===== config.mk =====
export PLATFORM = sky130hd
export DESIGN_NAME = tty_transmitter
export DESIGN_NICKNAME = d
export VERILOG_FILES = /design/src/rtl/tty_transmitter.sv
export SDC_FILE = /design/constraint.sdc
export NUM_CORES = 1
export LEC_CHECK = 0
export CELL_PAD_IN_SITES_DETAIL_PLACEMENT = 0
export CELL_PAD_IN_SITES_GLOBAL_PLACEMENT = 1
export CORE_AREA = 2 2 66 68
export CTS_CLUSTER_DIAMETER = 100
export DETAILED_ROUTE_END_ITERATION = 7
export DIE_AREA = 0 0 68 70
export PLACE_DENSITY_LB_ADDON = 0.1
export SYNTH_ARGS = -nofsm -noshare
export SYNTH_HDL_FRONTEND = slang
export SYNTH_SLANG_ARGS = --single-unit

===== constraint.sdc =====
create_clock -name clk -period 4.2 [get_ports clk]
set_clock_uncertainty 0.2 [all_clocks]
set_input_delay 0.84 -clock clk [delete_from_list [all_inputs] [get_ports clk]]
set_output_delay 0.84 -clock clk [all_outputs]
set_load 0.01 [all_outputs]

===== src/rtl/tty_transmitter.sv =====
// Teletype serial transmitter (PDP-8/I console printer, TLS/TPC/TSF/TCF).
// Frames: 1 start bit, 8 data bits LSB first, STOP_BITS stop bits,
// each bit cell TICKS_PER_BIT clk_8baud strobes long.
module tty_transmitter #(
  parameter logic [5:0]  DEV_CODE      = 6'o04,
  parameter int unsigned STOP_BITS     = 2,
  parameter int unsigned TICKS_PER_BIT = 8
) (
  input  logic       clk,
  input  logic       rst,
  input  logic [5:0] dev_sel,
  input  logic       iop1,
  input  logic       iop2,
  input  logic       iop4,
  input  logic [7:0] ac,
  input  logic       io_clr,
  input  logic       clk_8baud,
  output logic       ser_out,
  output logic       flag,
  output logic       io_skip_n,
  output logic       int_req_n,
  output logic       busy
);

  localparam int unsigned TW         = (TICKS_PER_BIT > 1) ? $clog2(TICKS_PER_BIT) : 1;
  localparam int unsigned STOP_TICKS = STOP_BITS * TICKS_PER_BIT;
  localparam int unsigned SW         = (STOP_TICKS > 1) ? $clog2(STOP_TICKS) : 1;
  localparam logic [TW-1:0] TICK_LAST = TW'(TICKS_PER_BIT - 1);
  localparam logic [SW-1:0] STOP_LAST = SW'(STOP_TICKS - 1);

  typedef enum logic [1:0] {IDLE, START, DATA, STOP} state_t;

  state_t          state, state_nxt;
  logic            ser_q, ser_nxt;
  logic            flag_q, flag_nxt;
  logic            busy_q, busy_nxt;
  logic            pending, pending_nxt;
  logic [7:0]      buffer, buffer_nxt;
  logic [7:0]      shreg, shreg_nxt;
  logic [TW-1:0]   tick_cnt, tick_nxt;
  logic [2:0]      bit_cnt, bit_nxt;
  logic [SW-1:0]   stop_cnt, stop_nxt;
  logic            sel;

  assign sel       = (dev_sel == DEV_CODE);
  assign ser_out   = ser_q;
  assign flag      = flag_q;
  assign busy      = busy_q;
  assign int_req_n = ~flag_q;
  assign io_skip_n = ~(sel & iop1 & flag_q);

  // Next-state and datapath: FSM first, then IOT load, then io_clr override.
  // Load is applied after the FSM so a load coinciding with the frame-end
  // consumption of pending re-arms pending rather than being lost; the flag
  // clear is applied before the FSM so an end-of-frame set wins over TCF.
  always_comb begin
    state_nxt   = state;
    ser_nxt     = ser_q;
    flag_nxt    = flag_q;
    busy_nxt    = busy_q;
    pending_nxt = pending;
    buffer_nxt  = buffer;
    shreg_nxt   = shreg;
    tick_nxt    = tick_cnt;
    bit_nxt     = bit_cnt;
    stop_nxt    = stop_cnt;

    if (sel && iop2) flag_nxt = 1'b0;

    case (state)
      IDLE: begin
        ser_nxt = 1'b1;
        if (clk_8baud && pending) begin
          shreg_nxt   = buffer;
          pending_nxt = 1'b0;
          ser_nxt     = 1'b0;
          tick_nxt    = '0;
          state_nxt   = START;
        end
      end
      START: begin
        if (clk_8baud) begin
          if (tick_cnt == TICK_LAST) begin
            ser_nxt   = shreg[0];
            bit_nxt   = '0;
            tick_nxt  = '0;
            state_nxt = DATA;
          end else begin
            tick_nxt = tick_cnt + 1'b1;
          end
        end
      end
      DATA: begin
        if (clk_8baud) begin
          if (tick_cnt == TICK_LAST) begin
            tick_nxt  = '0;
            shreg_nxt = {1'b0, shreg[7:1]};
            bit_nxt   = bit_cnt + 1'b1;
            if (bit_cnt == 3'd7) begin
              ser_nxt   = 1'b1;
              stop_nxt  = '0;
              state_nxt = STOP;
            end else begin
              ser_nxt = shreg[1];
            end
          end else begin
            tick_nxt = tick_cnt + 1'b1;
          end
        end
      end
      STOP: begin
        if (clk_8baud) begin
          if (stop_cnt == STOP_LAST) begin
            flag_nxt = 1'b1;
            if (pending) begin
              shreg_nxt   = buffer;
              pending_nxt = 1'b0;
              ser_nxt     = 1'b0;
              tick_nxt    = '0;
              state_nxt   = START;
            end else begin
              busy_nxt  = 1'b0;
              state_nxt = IDLE;
            end
          end else begin
            stop_nxt = stop_cnt + 1'b1;
          end
        end
      end
      default: state_nxt = IDLE;
    endcase

    if (sel && iop4) begin
      buffer_nxt  = ac;
      pending_nxt = 1'b1;
      busy_nxt    = 1'b1;
    end

    if (io_clr) begin
      state_nxt   = IDLE;
      ser_nxt     = 1'b1;
      flag_nxt    = 1'b0;
      busy_nxt    = 1'b0;
      pending_nxt = 1'b0;
      shreg_nxt   = '0;
      tick_nxt    = '0;
      bit_nxt     = '0;
      stop_nxt    = '0;
    end
  end

  // State register with synchronous reset.
  always_ff @(posedge clk) begin
    if (rst) begin
      state    <= IDLE;
      ser_q    <= 1'b1;
      flag_q   <= 1'b0;
      busy_q   <= 1'b0;
      pending  <= 1'b0;
      buffer   <= '0;
      shreg    <= '0;
      tick_cnt <= '0;
      bit_cnt  <= '0;
      stop_cnt <= '0;
    end else begin
      state    <= state_nxt;
      ser_q    <= ser_nxt;
      flag_q   <= flag_nxt;
      busy_q   <= busy_nxt;
      pending  <= pending_nxt;
      buffer   <= buffer_nxt;
      shreg    <= shreg_nxt;
      tick_cnt <= tick_nxt;
      bit_cnt  <= bit_nxt;
      stop_cnt <= stop_nxt;
    end
  end

endmodule

After elaboration in Yosys (flattened, before gate mapping)
Index checks and enable logic that the tools add are counted.
{ "word_totals": {"ff_bits": 32, "input_bits": 21} }
{ "op_classes": {"addsub": 3, "eq_ne": 22, "muxes": 59, "bitwise": 4, "reduce_logical": 21} }
{ "op_table": {"columns": ["op", "n"], "rows": [
  ["2-to-1 mux 8 bit", 6],
  ["2-to-1 mux 3 bit", 10],
  ["case mux 8 bit (3 select lines)", 1],
  ["2-to-1 mux 1 bit", 23],
  ["2-to-1 mux 4 bit", 5],
  ["inequality test 2 bit (second input constant)", 10],
  ["2-to-1 mux 2 bit", 8],
  ["AND reduction 7 bit", 2],
  ["AND reduction 5 bit", 2],
  ["nonzero test 2 bit", 5],
  ["inequality test 3 bit (second input constant)", 3],
  ["case mux 3 bit (3 select lines)", 1],
  ["case mux 2 bit (4 select lines)", 1],
  ["case mux 4 bit (2 select lines)", 1],
  ["AND reduction 4 bit", 2],
  ["AND reduction 8 bit", 1],
  ["adder 3 x 1 -> 3 bit (second input constant)", 2],
  ["equality test 3 bit (second input constant)", 2],
  ["equality test 6 x 3 -> 1 bit (second input constant)", 1],
  ["case mux 3 bit (2 select lines)", 1],
  ["AND reduction 6 bit", 1],
  ["nonzero test 3 bit", 2],
  ["adder 4 x 1 -> 4 bit (second input constant)", 1],
  ["equality test 2 bit (second input constant)", 2],
  ["other kinds (10)", 16]
]} }

Depth between registers and ports, before layout
Gate-level depths: netlist (run 1).
{ "depth": {"word_depth": 6, "mapped_depth": 7, "mapped_depth_nobuf": 6} }

Worst setup path before layout (run 1)
No wires, ideal clock.
{ "synth_timing": {"path_kind": "input -> output", "from": "in dev_sel[3]", "to": "out io_skip_n", "arrival_time_ns": 1.701, "t_required_ns": 3.160, "slack_ns": 1.459, "stages": 3, "path_buffers": 0, "path_cell_list": "or4b_1 -> nor3_1 -> nand3_1"} }
{ "synth_between": {"elab_chain_cells": 4} }
{ "synth_rtl": {"columns": ["item", "line_no", "rtl"], "rows": [
  ["start: declaration", "11", "input logic [5:0] dev_sel,"],
  ["equality test 6 x 3 -> 1 bit", "45", "assign sel = (dev_sel == DEV_CODE);"],
  ["bitwise AND 1 bit (2 in a row)", "50", "assign io_skip_n = ~(sel & iop1 & flag_q);"],
  ["inverter 1 bit", "50", null],
  ["end: declaration", "20", "output logic io_skip_n,"]
]} }
No other way between the ends.

Final worst setup path (run 1)
Ends and elaborated chain as after synthesis.

==> impl_metrics.sql, run 1 <==
INSERT INTO impl_metrics (metric_group, metric, value, unit) VALUES
('status', 'outcome', 'complete, no violations', ''),
('logic_synthesis', 'synth_top_area_frac', '0.385', ''),
('worst_setup_path', 'crit_path_top_delay_cell', 'or4b_1', ''),
('logic_synthesis', 'synth_cell_types', '39', ''),
('timing', 'max-slew-margin-rel', '0.451', ''),
('placed_design', 'dpl.hpwl', '2.66', 'mm'),
('worst_setup_path', 'critPathMaxStageDelay', '540', 'ps'),
('worst_setup_path', 'crit_fanout', '2', ''),
('logic_synthesis', 'yosys_warns', '0', ''),
('floorplanning', 'initial_utilization', '0.402', ''),
('timing', 'setup_total_negative_slack', '0', 'ps'),
('cts', 'tritoncts', 'yes', ''),
('drt', 'first_iter_violations', '65', ''),
('finish', 'drive_gt1_frac', '0.0425', ''),
('logic_synthesis', 'postSynthRegisterBits', '32', ''),
('logic_synthesis', 'ys_top_cells_by_area', 'dfxtp_1, ha_1, mux2i_1', ''),
('timing', 'setup_viol', '0', ''),
('finish', 'design.final.nets', '242', ''),
('cts', 'htree_num_levels', '2', ''),
('cts', 'cts.repair_timing.setup_buffer_count', '0', ''),
('drt', 'via_count', '1452', ''),
('logic_synthesis', 'synth_area_leader_cell', 'dfxtp_1', ''),
('logic_synthesis', 'syn_area', '1660', 'um2'),
('grt', 'grt_usage', '0.168', ''),
('cts', 'clock_sinks', '32', ''),
('finish', 'final_common_cell', 'dfxtp_1', ''),
('timing', 'fmaxAchievable', '275', 'MHz'),
('timing', 'final_period_minus_worst_setup_slack', '3640', 'ps'),
('logic_synthesis', 'postSynthNetCount', '221', ''),
('placed_design', 'gp_congestion', '0.765', ''),
('floorplanning', 'die_h', '70', 'um'),
('logic_synthesis', 'synth-seq-area-share', '0.385', ''),
('worst_setup_path', 'critical-path-top-delay-family', 'buffers and inverters', ''),
('cts', 'clk-insertion-delay-late', '290', 'ps'),
('cts', 'clkTransAtPathRegs', '60', 'ps'),
('finish', 'register_area', '641', 'um2'),
('finish', 'finish.cell_count_without_fillers', '264', ''),
('worst_hold_path', 'min_path_type', 'register to register', ''),
('cts', 'cts_hold_buf', '0', ''),
('power', 'power-per-cell-area', '320', 'nW/um2'),
('finish', 'postLayoutCoreUtil', '0.496', ''),
('cts', 'cts-buffers-inserted', '5', ''),
('worst_setup_path', 'cp_cell_sequence', 'clkdlybuf4s50_1 -> or4b_1 -> nor3_1 -> nand3_1 -> clkdlybuf4s50_1', ''),
('worst_setup_path', 'cp.buffers_inverters', '2', ''),
('cts', 'root_buffer', 'clkbuf_8', ''),
('drt', 'dr.pass1.iters', '4', ''),
('drt', 'detail_route.drc_violations', '0', ''),
('finish', 'multi_input_comb_area', '958', 'um2'),
('cts', 'clock_tree.buffer_depth', '2', ''),
('power', 'power.leakage', '0.782', 'nW'),
('worst_setup_path', 'crit_path_start', 'dev_sel[3]', ''),
('finish', 'fin_area', '2060', 'um2'),
('grt', 'grt_antenna_before_repair', '0', ''),
('drt', 'vias_per_cell', '5.50', ''),
('finish', 'num-fill-cells', '422', ''),
('timing', 'timing_worst_slew_pin_value', '824', 'ps'),
('finish', 'antenna-diode-count', '0', ''),
('placed_design', 'count_of_port_buffers_added_during_placement', '25', ''),
('floorplanning', 'core.rowCount', '24', ''),
('floorplanning', 'die_w', '68', 'um'),
('timing', 'report.final.hold_viol_count', '0', ''),
('worst_setup_path', 'crit_type', 'input pin to output port', ''),
('worst_setup_path', 'timing.critical_path.required', '3160', 'ps'),
('worst_setup_path', 'worst-endpoint-arrival', '2600', 'ps'),
('grt', 'grt_pass1_vias', '1337', ''),
('finish', 'most-common-layout-cells', 'dfxtp_1, clkdlybuf4s50_1, a21oi_1', ''),
('placed_design', 'post-place-cells', '256', ''),
('grt', 'global_route_wire_length_before_repair', '6.13', 'mm'),
('grt', 'grt_start_max_net_pins', '27', ''),
('job', 'drv.max_cap_violation_count', '0', ''),
('timing', 'maxSlewViolCount', '0', '');
==> state kept, by name, summed over array words and instances, names as in the netlist, 2 cells and up <==
register / cells
state: 2
stop_cnt: 4
tick_cnt: 3
buffer: 8
bit_cnt: 3
shreg: 8
==> through the flow <==
step / setup WS (ps) / hold slack [ps]
after detailed placement: 574 / 258
after global placement: 629 / 243
final: 562 / 264
after global routing: 477 / 284
after floorplan: 1460 / 236
after CTS: 568 / 268
==> cells in the mapped netlist (all sizes together) <==
cell type,n
dfxtp,32
a21oi,19
nor2,14
mux2i,11
nor3,11
ha,10
clkbuf,9
nand2,9
o21ai,9
a2111oi,7
nand3,7
nor2b,7
nand2b,6
inv,4
and2,3
nand4b,3
xnor2,3
a21boi,2
buf,2
nand4,2
o21bai,2
or4,2
or4b,2
a211oi,1
a21o,1
a221oi,1
a22o,1
a22oi,1
a2bb2oi,1
a32o,1
and4,1
and4b,1
nor4,1
nor4b,1
o21a,1
o311ai,1
or2,1
==> per-layer routing <==
layer | vias to the layer above | wire length (um) | track usage
met2 | 31 | 1770 | 0.274
met4 | 0 | 71 | 0.0800
met1 | 677 | 1680 | 0.199
li1 | 737 | - | -
met3 | 7 | 168 | 0.0483
met5 | - | 0 | 0
==> worst reg2reg max path: cells and delay by family (launching register included) <==
family / cells / cell delay, ps
AOI/OAI and AO/OA: 2 / 750
adders and majority gates: 1 / 500
DFF: 1 / 400
and+or+nand+nor: 2 / 370
buffers and inverters: 1 / 110
==> logic make-up after synthesis <==
kind of cell             count (synthesis)  synth area share
AND/OR/NAND/NOR                         71             0.235
AO/OA/AOI/OAI                           48             0.184
flip-flops                              32             0.385
buffers and inverters                   15            0.0391
multiplexers                            11            0.0662
adder cells (fa/ha/maj)                 10            0.0752
XOR/XNOR                                 3            0.0158
==> power by group <==
group | internal, mW | switching [mW] | total (mW)
logic | 0.0186 | 0.0106 | 0.0292
clock network | 0.209 | 0.115 | 0.324
registers | 0.304 | 0.000231 | 0.304
total | 0.532 | 0.126 | 0.657
==> layout make-up <==
class,instances,share of cell area
clock buffers,7,0.0469
clock inverters,1,0.0146
inverters,4,0.00730
multi-input cells,143,0.466
flip-flops and latches,32,0.312
well taps,52,0.0316
repair buffers,25,0.122
==> final timing paths <==
| kind | to | slack [ps] | cells past startpoint |
|---|---|---|---|
| worst max-delay path | io_skip_n | 560 | 5 |
| worst min-delay path | tick_cnt[2] | 260 | 2 |
| worst max register to register | shreg[2] | 1730 | 6 |
| worst min register to register | tick_cnt[2] | 260 | 2 |
Note: power is estimated with default switching activity, not from simulation.
==> run 2, diff against run 1 <==
clock period = 4.6 ns   (was 4.2 ns; I/O delays follow)
==> run 2 against run 1 <==
Compared with the run above:
- global-route usage unchanged
- cell count unchanged
- clock power decreased by 8.6%
- total power decreased by 8.7%
- critical path depth unchanged
- sequential share of layout area unchanged
- sequential cell count unchanged
- first-iteration DRC count decreased by 18%
- cell area unchanged
- register-to-register slack improved by 410 ps
- critical path type unchanged
- largest power group unchanged
==> impl_metrics.sql, run 2 (synthesized netlist as in run 1, its figures left out) <==
INSERT INTO impl_metrics (metric_group, metric, value, unit) VALUES
('status', 'outcome', 'complete, no violations', ''),
('cts', 'cts.repair_timing.setup_buffer_count', '0', ''),
('floorplanning', 'die_w', '68', 'um'),
('worst_setup_path', 'timing.critical_path.required', '3480', 'ps'),
('cts', 'clock_sinks', '32', ''),
('finish', 'synthToLayoutAreaGrowth', '23.5', '%'),
('cts', 'cts-buffers-inserted', '5', ''),
('worst_setup_path', 'worst_setup_path_start_kind', 'input pin', ''),
('cts', 'htree_num_levels', '2', ''),
('grt', 'grt_antenna_before_repair', '0', ''),
('worst_setup_path', 'critPathMaxStageDelay', '540', 'ps'),
('worst_setup_path', 'critical-path-top-delay-family', 'buffers and inverters', ''),
('floorplanning', 'core.rowCount', '24', ''),
('grt', 'grt_pass1_vias', '1339', ''),
('placed_design', 'gp_congestion', '0.765', ''),
('floorplanning', 'initial_utilization', '0.402', ''),
('finish', 'design.final.nets', '242', ''),
('finish', 'drive_gt1_frac', '0.0425', ''),
('drt', 'vias_per_cell', '5.46', ''),
('power', 'max-vdd-ir-drop', '0.000202', 'V'),
('timing', 'setup_total_negative_slack', '0', 'ps'),
('finish', 'finish.cell_count_without_fillers', '264', ''),
('cts', 'post_cts.resized_instances', '0', ''),
('timing', 'grt_setup_unrepaired', 'false', ''),
('timing', 'post-route-period-util', '0.826', ''),
('finish', 'most-common-layout-cells', 'dfxtp_1, clkdlybuf4s50_1, a21oi_1', ''),
('placed_design', 'dpl.hpwl', '2.66', 'mm'),
('worst_setup_path', 'crit_path_top_delay_cell', 'or4b_1', ''),
('worst_setup_path', 'critical_path_most_common_cell', 'clkdlybuf4s50_1', ''),
('finish', 'largest_registers', 'buffer: 8 flops, shreg: 8 flops, stop_cnt: 4 flops', ''),
('grt', 'grt_usage', '0.168', ''),
('job', 'drv.max_cap_violation_count', '0', ''),
('drt', 'wl_per_cell', '14.0', 'um'),
('finish', 'final_common_cell', 'dfxtp_1', ''),
('worst_hold_path', 'min_path_type', 'register to register', ''),
('cts', 'tritoncts', 'yes', ''),
('floorplanning', 'core-area', '4140', 'um2'),
('drt', 'postRouteAntennaNets', '0', ''),
('finish', 'antenna-diode-count', '0', ''),
('cts', 'cts_hold_buf', '0', ''),
('cts', 'clkTransAtPathRegs', '70', 'ps'),
('floorplanning', 'fp.dieArea', '4760', 'um2'),
('grt', 'grt_overflow_total', '0', ''),
('worst_setup_path', 'cp.buffers_inverters', '2', ''),
('grt', 'grt_start_max_net_pins', '27', ''),
('timing', 'report.final.hold_viol_count', '0', ''),
('drt', 'dr.pass1.iters', '4', ''),
('worst_setup_path', 'crit_type', 'input pin to output port', ''),
('power', 'power.leakage', '0.782', 'nW'),
('grt', 'global_route_wire_length_before_repair', '6.13', 'mm'),
('cts', 'clock_tree.buffer_depth', '2', ''),
('timing', 'max-slew-margin-rel', '0.461', ''),
('worst_setup_path', 'worst-endpoint-arrival', '2680', 'ps'),
('timing', 'setup_viol', '0', ''),
('timing', 'maxSlewViolCount', '0', ''),
('timing', 'final.hold.worst_slack', '264', 'ps'),
('drt', 'via_count', '1442', ''),
('cts', 'clk-insertion-delay-late', '290', 'ps'),
('timing', 'final_period_minus_worst_setup_slack', '3800', 'ps'),
('worst_setup_path', 'cp_cell_sequence', 'clkdlybuf4s50_1 -> or4b_1 -> nor3_1 -> nand3_1 -> clkdlybuf4s50_1', ''),
('worst_setup_path', 'crit_fanout', '2', ''),
('cts', 'root_buffer', 'clkbuf_8', ''),
('floorplanning', 'die_h', '70', 'um'),
('timing', 'timing_worst_slew_pin_value', '809', 'ps'),
('timing', 'fmaxAchievable', '263', 'MHz'),
('drt', 'total_routed_wirelength', '3.70', 'mm'),
('placed_design', 'post-place-cells', '256', ''),
('floorplanning', 'ioPinCount', '26', ''),
('drt', 'first_iter_violations', '53', ''),
('drt', 'detail_route.drc_violations', '0', ''),
('power', 'power-per-cell-area', '292', 'nW/um2'),
('worst_setup_path', 'worst_setup_path_end_kind', 'output port', ''),
('placed_design', 'count_of_port_buffers_added_during_placement', '25', '');
==> run 2: cell counts in the layout (fill, tap and decap cells not counted) <==
No cell type changed its count.
==> run 2: through the flow <==
| step | cell area [um2] | util | setup WS (ps) | power, mW |
|---|---|---|---|---|
| finish | 2060 | 0.496 | 802 | 0.600 |
| CTS | 2060 | 0.496 | 808 | 0.607 |
| global route | 2060 | 0.496 | 717 | 0.623 |
| global placement | 1930 | 0.466 | 870 | 0.310 |
| floorplan | 1660 | - | 1700 | 0.292 |
| detailed placement | 1930 | 0.466 | 814 | 0.311 |
==> run 2: power breakdown <==
part	internal [mW]	leakage (nW)	switching [mW]	total (mW)
clock	0.191	0.0645	0.105	0.296
sequential	0.277	0.258	0.000212	0.278
combinational	0.0170	0.460	0.00970	0.0267
==> run 2: layout make-up <==
type                       count  area, um2
tap                           52       65.1
fill                         423       2090
timing repair buffer          25        250
multi-input combinational    143        958
inverter                       4       15.0
clock buffer                   7       96.3
clock inverter                 1       30.0
sequential                    32        641
==> run 2: worst paths after layout <==
kind | slack [ps] | depth (start not counted) | end | from
worst min register to register | 260 | 2 | tick_cnt[2] | tick_cnt[2]
worst min-delay path | 260 | 2 | tick_cnt[2] | tick_cnt[2]
worst max register to register | 2140 | 6 | shreg[2] | state[0]
worst max-delay path | 800 | 5 | io_skip_n | dev_sel[3]
==> run 2: worst min-delay path, cell delays in order, from the launching register on <==
cell and delay (ps):
dfxtp_1 310, nand2_1 50, mux2i_1 50
==> run 2: per-layer routing <==
layer | routed length (um) | GRT usage
met5 | 0 | 0
met3 | 166 | 0.0483
met2 | 1770 | 0.275
met4 | 71 | 0.0800
met1 | 1690 | 0.198
